--- config.mk ---
export PLATFORM = sky130hd
export DESIGN_NAME = mmu_arbiter
export DESIGN_NICKNAME = d
export VERILOG_FILES = /design/src/rtl/mmu_pkg.sv /design/src/rtl/round_robin_picker.sv /design/src/rtl/mmu_arbiter.sv
export SDC_FILE = /design/constraint.sdc
export NUM_CORES = 1
export LEC_CHECK = 0
export CAP_MARGIN = 15
export CELL_PAD_IN_SITES_DETAIL_PLACEMENT = 1
export CELL_PAD_IN_SITES_GLOBAL_PLACEMENT = 1
export CORE_ASPECT_RATIO = 0.5
export CORE_UTILIZATION = 13
export CTS_CLUSTER_SIZE = 25
export DETAILED_ROUTE_END_ITERATION = 10
export PLACE_DENSITY = 0.82
export SLEW_MARGIN = 20
export SYNTH_ARGS = -nofsm -noshare
export SYNTH_HDL_FRONTEND = slang
export SYNTH_SLANG_ARGS = --single-unit
--- constraint.sdc ---
create_clock -name clock -period 2.5 [get_ports clock]
set_input_delay 0.5 -clock clock [delete_from_list [all_inputs] [get_ports clock]]
set_output_delay 0.5 -clock clock [all_outputs]
set_load 0.05 [all_outputs]
--- src/rtl/mmu_pkg.sv ---
// Shared definitions for the MMU access-port arbiter: idle bus values,
// access mode encodings and the lock state type.
package mmu_pkg;

  // Unmapped address driven when nobody holds the port; the MMU answers 0.
  localparam logic [31:0] IDLE_ADDRESS = 32'hFFFF_FFFF;
  localparam logic        WRITE_MODE   = 1'b1;
  localparam logic        READ_MODE    = 1'b0;

  typedef enum logic {
    UNLOCKED = 1'b0,
    LOCKED   = 1'b1
  } lock_state_t;

  // Width of a requester index; never narrower than one bit.
  function automatic int idx_width(input int n);
    return (n > 2) ? $clog2(n) : 1;
  endfunction

endpackage

--- src/rtl/round_robin_picker.sv ---
// Combinational round-robin selector: grants the first asserted request
// found when searching upward from last+1, wrapping modulo NUM_REQUESTERS.
module round_robin_picker
  import mmu_pkg::*;
#(
  parameter int NUM_REQUESTERS = 2,
  parameter int IDX_W          = idx_width(NUM_REQUESTERS)
) (
  input  logic [NUM_REQUESTERS-1:0] req,
  input  logic [IDX_W-1:0]          last,
  output logic [NUM_REQUESTERS-1:0] grant,
  output logic [IDX_W-1:0]          grant_idx,
  output logic                      grant_valid
);

  logic [IDX_W-1:0] cand_idx [NUM_REQUESTERS];

  // cand_idx[k] is the requester examined at search distance k+1 from last.
  for (genvar gi = 0; gi < NUM_REQUESTERS; gi++) begin : g_cand
    logic [IDX_W:0] sum;
    assign sum = {1'b0, last} + (IDX_W+1)'(gi + 1);
    assign cand_idx[gi] = (sum >= (IDX_W+1)'(NUM_REQUESTERS))
                        ? IDX_W'(sum - (IDX_W+1)'(NUM_REQUESTERS))
                        : sum[IDX_W-1:0];
  end

  always_comb begin
    grant       = '0;
    grant_idx   = '0;
    grant_valid = 1'b0;
    // Walk from the farthest candidate inward so the nearest one wins.
    for (int k = NUM_REQUESTERS - 1; k >= 0; k--) begin
      if (req[cand_idx[k]]) begin
        grant_idx   = cand_idx[k];
        grant_valid = 1'b1;
      end
    end
    if (grant_valid) begin
      grant[grant_idx] = 1'b1;
    end
  end

endmodule

--- src/rtl/mmu_arbiter.sv ---
// Shares one MMU access port among NUM_REQUESTERS masters with round-robin
// priority, optional bounded locking, and one-cycle read-data return routing.
module mmu_arbiter
  import mmu_pkg::*;
#(
  parameter int NUM_REQUESTERS = 2,
  parameter int LOCK_MAX       = 16
) (
  input  logic                            clock,
  input  logic                            reset,
  input  logic [NUM_REQUESTERS-1:0]       req,
  input  logic [NUM_REQUESTERS-1:0]       we,
  input  logic [NUM_REQUESTERS-1:0]       lock,
  input  logic [NUM_REQUESTERS-1:0][31:0] addr,
  input  logic [NUM_REQUESTERS-1:0][31:0] wdata,
  output logic [NUM_REQUESTERS-1:0]       gnt,
  output logic [NUM_REQUESTERS-1:0]       rvalid,
  output logic [31:0]                     rdata,
  output logic [31:0]                     mmu_address,
  output logic                            mmu_mode,
  output logic [31:0]                     mmu_data_in,
  input  logic [31:0]                     mmu_data_out
);

  localparam int IDX_W = idx_width(NUM_REQUESTERS);
  localparam int CNT_W = $clog2(LOCK_MAX + 1);
  // A locked access arriving with count already here is the last one allowed.
  localparam logic [CNT_W-1:0] COUNT_LIMIT = CNT_W'(LOCK_MAX - 1);

  lock_state_t      state_reg, state_next;
  logic [IDX_W-1:0] owner_reg, owner_next;
  logic [CNT_W-1:0] count_reg, count_next;
  logic [IDX_W-1:0] last_reg, last_next;
  logic             pending_valid_reg, pending_valid_next;
  logic [IDX_W-1:0] pending_idx_reg, pending_idx_next;

  logic [NUM_REQUESTERS-1:0] rr_gnt;
  logic [IDX_W-1:0]          rr_idx;
  logic                      rr_valid;

  logic [NUM_REQUESTERS-1:0] gnt_next;
  logic [IDX_W-1:0]          sel_idx;
  logic                      sel_valid;

  round_robin_picker #(
    .NUM_REQUESTERS(NUM_REQUESTERS),
    .IDX_W         (IDX_W)
  ) u_picker (
    .req        (req),
    .last       (last_reg),
    .grant      (rr_gnt),
    .grant_idx  (rr_idx),
    .grant_valid(rr_valid)
  );

  always_ff @(posedge clock or posedge reset) begin
    if (reset) begin
      state_reg         <= UNLOCKED;
      owner_reg         <= '0;
      count_reg         <= '0;
      last_reg          <= IDX_W'(NUM_REQUESTERS - 1);
      pending_valid_reg <= 1'b0;
      pending_idx_reg   <= '0;
    end else begin
      state_reg         <= state_next;
      owner_reg         <= owner_next;
      count_reg         <= count_next;
      last_reg          <= last_next;
      pending_valid_reg <= pending_valid_next;
      pending_idx_reg   <= pending_idx_next;
    end
  end

  always_comb begin
    state_next = state_reg;
    owner_next = owner_reg;
    count_next = count_reg;
    last_next  = last_reg;
    gnt_next   = '0;
    sel_idx    = rr_idx;
    sel_valid  = 1'b0;

    unique case (state_reg)
      UNLOCKED: begin
        gnt_next  = rr_gnt;
        sel_idx   = rr_idx;
        sel_valid = rr_valid;
        if (rr_valid) begin
          last_next = rr_idx;
          if (lock[rr_idx] && (LOCK_MAX > 1)) begin
            state_next = LOCKED;
            owner_next = rr_idx;
            count_next = CNT_W'(1);
          end
        end
      end
      LOCKED: begin
        // Only the owner may use the port; everyone else waits even if it idles.
        sel_idx            = owner_reg;
        sel_valid          = req[owner_reg];
        gnt_next[owner_reg] = req[owner_reg];
        last_next          = owner_reg;
        if (!req[owner_reg] || !lock[owner_reg] || (count_reg >= COUNT_LIMIT)) begin
          state_next = UNLOCKED;
          count_next = '0;
        end else begin
          count_next = count_reg + 1'b1;
        end
      end
      default: begin
        state_next = UNLOCKED;
      end
    endcase

    pending_valid_next = sel_valid && (we[sel_idx] == READ_MODE);
    pending_idx_next   = sel_idx;
  end

  assign gnt         = gnt_next;
  assign mmu_address = sel_valid ? addr[sel_idx] : IDLE_ADDRESS;
  assign mmu_mode    = (sel_valid && we[sel_idx]) ? WRITE_MODE : READ_MODE;
  assign mmu_data_in = sel_valid ? wdata[sel_idx] : '0;
  assign rdata       = mmu_data_out;

  for (genvar gi = 0; gi < NUM_REQUESTERS; gi++) begin : g_rvalid
    assign rvalid[gi] = pending_valid_reg && (pending_idx_reg == IDX_W'(gi));
  end

endmodule

### Yosys cells after proc, flatten, opt, wreduce, memory -nomap -nowiden

Cells that the tools add are included.
W data, S select, Z words.

* memories: 0
* bits of input ports: 168
* ROM bits: 0
* bits in latches: 0
* register bits: 10
* output and inout port bits: 101
* logic and storage cells: 82
* bits in writable memories: 0

* multipliers: 0
* equal/unequal tests: 2
* magnitude comparators: 10
* multiplexer cells: 43
* reduce and logical (&&, ||, !) cells: 12
* shift operators: 0
* add/sub/neg operators: 5
* bitwise operators: 4
* divide/modulo/power cells: 0

Operator list (count)
* $mux W32: 6
* $mux W1: 25
* $mux W5: 3
* $lt A1 B2 Y1 const B: 5
* $pmux W5 S2: 1
* $pmux W1 S2: 4
* $logic_and A1 B1 Y1: 6
* $add A5 B1 Y5 const B: 1
* $ge A5 B4 Y1 const B: 1
* $ge A2 B2 Y1 const B: 2
* $ne A2 B2 Y1 const B: 2
* $pmux W2 S2: 1
* $not A1 Y1: 3
* $reduce_and A3 Y1: 1
* $add A1 B1 Y2 const B: 1
* $add A1 B2 Y2 const B: 1
* $and A2 B2 Y2: 1
* $demux W1 S1: 2
* $ge A1 B1 Y1 const B: 2
* $logic_not A1 Y1: 2
* $logic_or A1 B1 Y1: 2
* $mux W2: 1
* $reduce_and A2 Y1: 1
* $sub A1 B1 Y1 const B: 2

### Depth between registers and ports, before layout

* depth after elaboration: 13
* gate-level depth with buffers: 8
* mapped depth without buffers: 6

### By module

Synthesis repeated with hierarchy kept, for this count alone.

* cells, all modules: 310
* area total of the unflattened synthesis: 1764.2 sq um

By module, submodules not included
* mmu_arbiter: cells each 305, instances 1, area each 1731.7 sq um, seq. area each 251.5 sq um
* round_robin_picker: cells each 5, instances 1, area each 32.5 sq um, seq. area each 0.0 sq um

### Least setup slack after synthesis

No wires, ideal clock.

* kind: input to output
* start point: input req[1]
* end point: output mmu_data_in[0]
* data required time: 2.000 ns
* buffers on the path: 2
* stages: 6
* arrival: 2.057 ns
* slack: -0.057 ns
* path through: a21boi_2 > a21boi_1 > buf_2 > buf_2 > nand2_1 > a21oi_1

* cells in the longest elaborated chain, start to end: 8
* elaborated cells between the ends (all ways): 15
* classes of those cells: mux: 15

RTL lines
* start, declared: line mmu_arbiter.sv:11 `input logic [NUM_REQUESTERS-1:0] req,`
* $mux W1 (not written as such) (2 in a row): line round_robin_picker.sv:33 `if (req[cand_idx[k]]) begin`
* $mux W1 (2 in a row): line round_robin_picker.sv:33
* $pmux W1 S2: line mmu_arbiter.sv:83 `unique case (state_reg)`
* $mux W32 (not written as such) (2 in a row): line mmu_arbiter.sv:122 `assign mmu_data_in = sel_valid ? wdata[sel_idx] : '0;`
* $mux W32 (*): line mmu_arbiter.sv:122
* end, declared: line mmu_arbiter.sv:21 `output logic [31:0] mmu_data_in,`

Every way passes the cells marked *; elsewhere a longest branch is shown, timed or not. The select of a mux whose other input is x is not followed.

### Final worst setup path

* start point: register last_reg
* end point: output mmu_address[0]

* cells in the longest elaborated chain, start to end: 11
* elaborated cells between the ends (all ways): 21
* classes of those cells: add/sub: 4; order compare: 2; mux: 15

RTL lines
* start, declared: line mmu_arbiter.sv:33 `logic [IDX_W-1:0] last_reg, last_next;`
* start signal, assigned: line mmu_arbiter.sv:61 `last_reg <= IDX_W'(NUM_REQUESTERS - 1);`
* start signal, assigned: line mmu_arbiter.sv:68 `last_reg <= last_next;`
* $add A1 B2 Y2: line round_robin_picker.sv:21 `assign sum = {1'b0, last} + (IDX_W+1)'(gi + 1);`
* $ge A2 B2 Y1 / $sub A1 B1 Y1 (equally long branches): line round_robin_picker.sv:22, round_robin_picker.sv:23
* $mux W1: line round_robin_picker.sv:23 `? IDX_W'(sum - (IDX_W+1)'(NUM_REQUESTERS))`
* $mux W1 (not written as such) (2 in a row): line round_robin_picker.sv:33
* $mux W1 (2 in a row): line round_robin_picker.sv:33
* $pmux W1 S2: line mmu_arbiter.sv:83
* $mux W32 (not written as such) (2 in a row): line mmu_arbiter.sv:120 `assign mmu_address = sel_valid ? addr[sel_idx] : IDLE_ADDRESS;`
* $mux W32 (*): line mmu_arbiter.sv:120
* end, declared: line mmu_arbiter.sv:19 `output logic [31:0] mmu_address,`

Marks and branches as above.

==> results.json <==
{
  "power.leakage_nw": 2.02,
  "r2r-end": "count_reg[2]",
  "syn_avg_cell_area_um2": 5.69,
  "fin_worst_hold_slack_ns": 0.558,
  "globalRoute.totalOverflow": 0,
  "reg2reg_setup_slack_ns": 0.55,
  "crit_end": "mmu_address[0]",
  "slew_headroom": 0.644,
  "root_buffer": "clkbuf_16",
  "fin_area_um2": 4670,
  "ir_worst_vdd_v": 0.000319,
  "place_congestion": 0.854,
  "io_buffers": 204,
  "slew_violations": 0,
  "dpl.hpwl_mm": 8.73,
  "vias": 2785,
  "track_usage": 0.159,
  "crit_fanout": 6,
  "syn_to_final_growth_pct": 168,
  "netlist_area_um2": 1750,
  "cts_sinks": 10,
  "pin_count": 269,
  "cts_hold_buf": 0,
  "critPathKind": "flop to output port",
  "synth_fp_nets": 477,
  "yosysSeqAreaShare": 0.144,
  "rows": 29,
  "power_density_nw_per_um2": 1150,
  "final_cell_mix": "clkdlybuf4s50_1, nand2_1, buf_4, buf_12, nand3_1",
  "drt_iter0_markers": 80,
  "grtUsageMet1": 0.188,
  "grt_max_degree": 30,
  "cp.required_ns": 2.00,
  "yosysWarnings": 0,
  "switching_share": 0.537,
  "drtAntennaViolNets": 0,
  "path_clk_slew_ns": 0.05,
  "clock_latency_ns": 0.25,
  "synth_top_cell_by_area": "nand2_1",
  "setup_viol": 0,
  "fin_crit_ns": 2.42,
  "antenna_found_initial": 0,
  "tightestPinTransition_ns": 0.533,
  "end_kind": "output port",
  "fin_util": 0.363,
  "netlist_instances": 307,
  "wl_mm": 11.5,
  "die_w_um": 166,
  "netSwitchingPower_mw": 2.89,
  "intPower_mw": 2.50,
  "min_period_over_period": 0.967,
  "total_power_mw": 5.39,
  "n_fill_cell": 1511,
  "grt_pass1_wl_mm": 17.4,
  "clockPowerShare": 0.061,
  "final_common_cell": "clkdlybuf4s50_1",
  "grt.met2_usage": 0.300,
  "cts_buffers": 3,
  "p_comb_frac": 0.885,
  "die-area_um2": 13900,
  "r2r_start": "count_reg[0]",
  "yosysTopAreaCellShare": 0.288,
  "p_seq_frac": 0.054,
  "fin_skew_ns": 0.00587,
  "crit_arrival_ns": 1.92,
  "die_y_um": 83.9,
  "grt_pass1_vias": 3044,
  "hold_viol": 0,
  "synth-seq-cells": 10,
  "worst-r2r-cell-count": 6,
  "diodes": 0,
  "tns_ns": 0,
  "drc": 0,
  "htreeDepth": 1,
  "drt-wirelength-per-cell_um": 17.2,
  "placed_area_um2": 4310,
  "grt.busiest_layer": "met2",
  "drv_cap": 0,
  "fmax_mhz": 414,
  "status": "finished, final reports clean",
  "cts_tree": "done",
  "gr-usage-met3": 0.0247,
  "core_area_um2": 12900,
  "hold_class": "input port to async pin",
  "multi_input_area_um2": 1300,
  "final_layout_size_suffix_gt1_frac": 0.302,
  "start_kind": "flop",
  "synth_cell_type_count": 35,
  "first_pass_iters": 5,
  "regArea_um2": 253,
  "rsz0062_at_grt": "false",
  "largest_reg_flops": 5,
  "fin_nets": 668,
  "startpoint": "last_reg",
  "synth_area_leaders": "nand2_1, buf_4, dfrtp_1",
  "cts_buffer_depth": 2,
  "via_per_inst": 4.18,
  "initial_core_util": 0.136
}
## cell families (layout without fill, tap and decap cells)
family | Yosys count | in the layout | share of synthesized area
fa+ha+maj | 2 | 2 | 0.0143
flops | 10 | 10 | 0.144
simple gates | 183 | 183 | 0.436
buf+inv | 60 | 250 | 0.211
mux | 1 | 1 | 0.00573
compound gates | 51 | 51 | 0.189
## critical path, stage by stage (launching register included)
cell,delay (ns)
dfstp_2,0.58
a21boi_4,0.08
a21boi_4,0.20
inv_4,0.10
buf_4,0.17
buf_16,0.13
nand2_1,0.06
nand3_1,0.15
buf_6,0.20
## synthesized netlist by cell type
| library cell | number |
|---|---|
| a2111oi_4 | 1 |
| a21boi_1 | 1 |
| a21boi_2 | 1 |
| a21o_1 | 1 |
| a21oi_1 | 33 |
| a221o_1 | 1 |
| a221oi_1 | 1 |
| a22oi_1 | 1 |
| a31oi_1 | 1 |
| a32o_1 | 1 |
| and2_1 | 4 |
| and3_1 | 2 |
| buf_2 | 15 |
| buf_4 | 33 |
| clkbuf_1 | 5 |
| dfrtp_1 | 9 |
| dfstp_2 | 1 |
| ha_1 | 2 |
| inv_1 | 6 |
| inv_2 | 1 |
| mux2i_1 | 1 |
| nand2_1 | 134 |
| nand2b_1 | 2 |
| nand3_1 | 36 |
| nand3b_1 | 1 |
| nand4_1 | 1 |
| nor2_1 | 2 |
| nor2b_1 | 1 |
| o211a_1 | 1 |
| o21a_1 | 1 |
| o21ai_0 | 3 |
| o21ai_1 | 1 |
| o22a_1 | 1 |
| o22ai_1 | 1 |
| o311ai_2 | 1 |
## worst min-delay path by stage
stage                       from           end  cells after the start
finish                     reset  count_reg[2]                      2
CTS                 count_reg[1]  count_reg[1]                      1
floorplan                  reset  count_reg[0]                      1
detailed placement  count_reg[1]  count_reg[1]                      1
global route        count_reg[1]  count_reg[1]                      1
global placement    count_reg[1]  count_reg[1]                      1
## metrics by stage
step / setup WS, ns / cells
CTS: 0.0569 / 665
global route: 0.00759 / 667
finish: 0.0831 / 667
detailed placement: -0.208 / 653
floorplan: 0.134 / 307
global placement: -0.115 / 653
## area by class of cell
cell class | count | area share
Timing Repair Buffer | 239 | 0.596
Multi-Input combinational cell | 237 | 0.278
Sequential cell | 10 | 0.0541
Tap cell | 170 | 0.0456
Clock buffer | 4 | 0.0190
Inverter | 7 | 0.00697
## power by group through the flow
| stage | Clock [mW] | Combinational, mW | Sequential [mW] |
|---|---|---|---|
| floorplan | 0 | 2.56 | 0.246 |
| global placement | 0 | 4.30 | 0.269 |
| detailed placement | 0 | 4.37 | 0.270 |
| CTS | 0.331 | 4.74 | 0.280 |
| global route | 0.339 | 4.98 | 0.299 |
| finish | 0.329 | 4.77 | 0.292 |
## metal layers
metal  up-vias  wire [um]
met5         -          0
met1      1346       4760
met4         0        163
met2        63       6190
li1       1361          -
met3        15        350
## timing repair
item	CTS	global route
gates cloned	4	0
pin swaps	13	1
endpoints found under the setup margin	65	28
buffers inserted	4	2
resized for setup	22	7
Power figures use the tool's default switching activity.
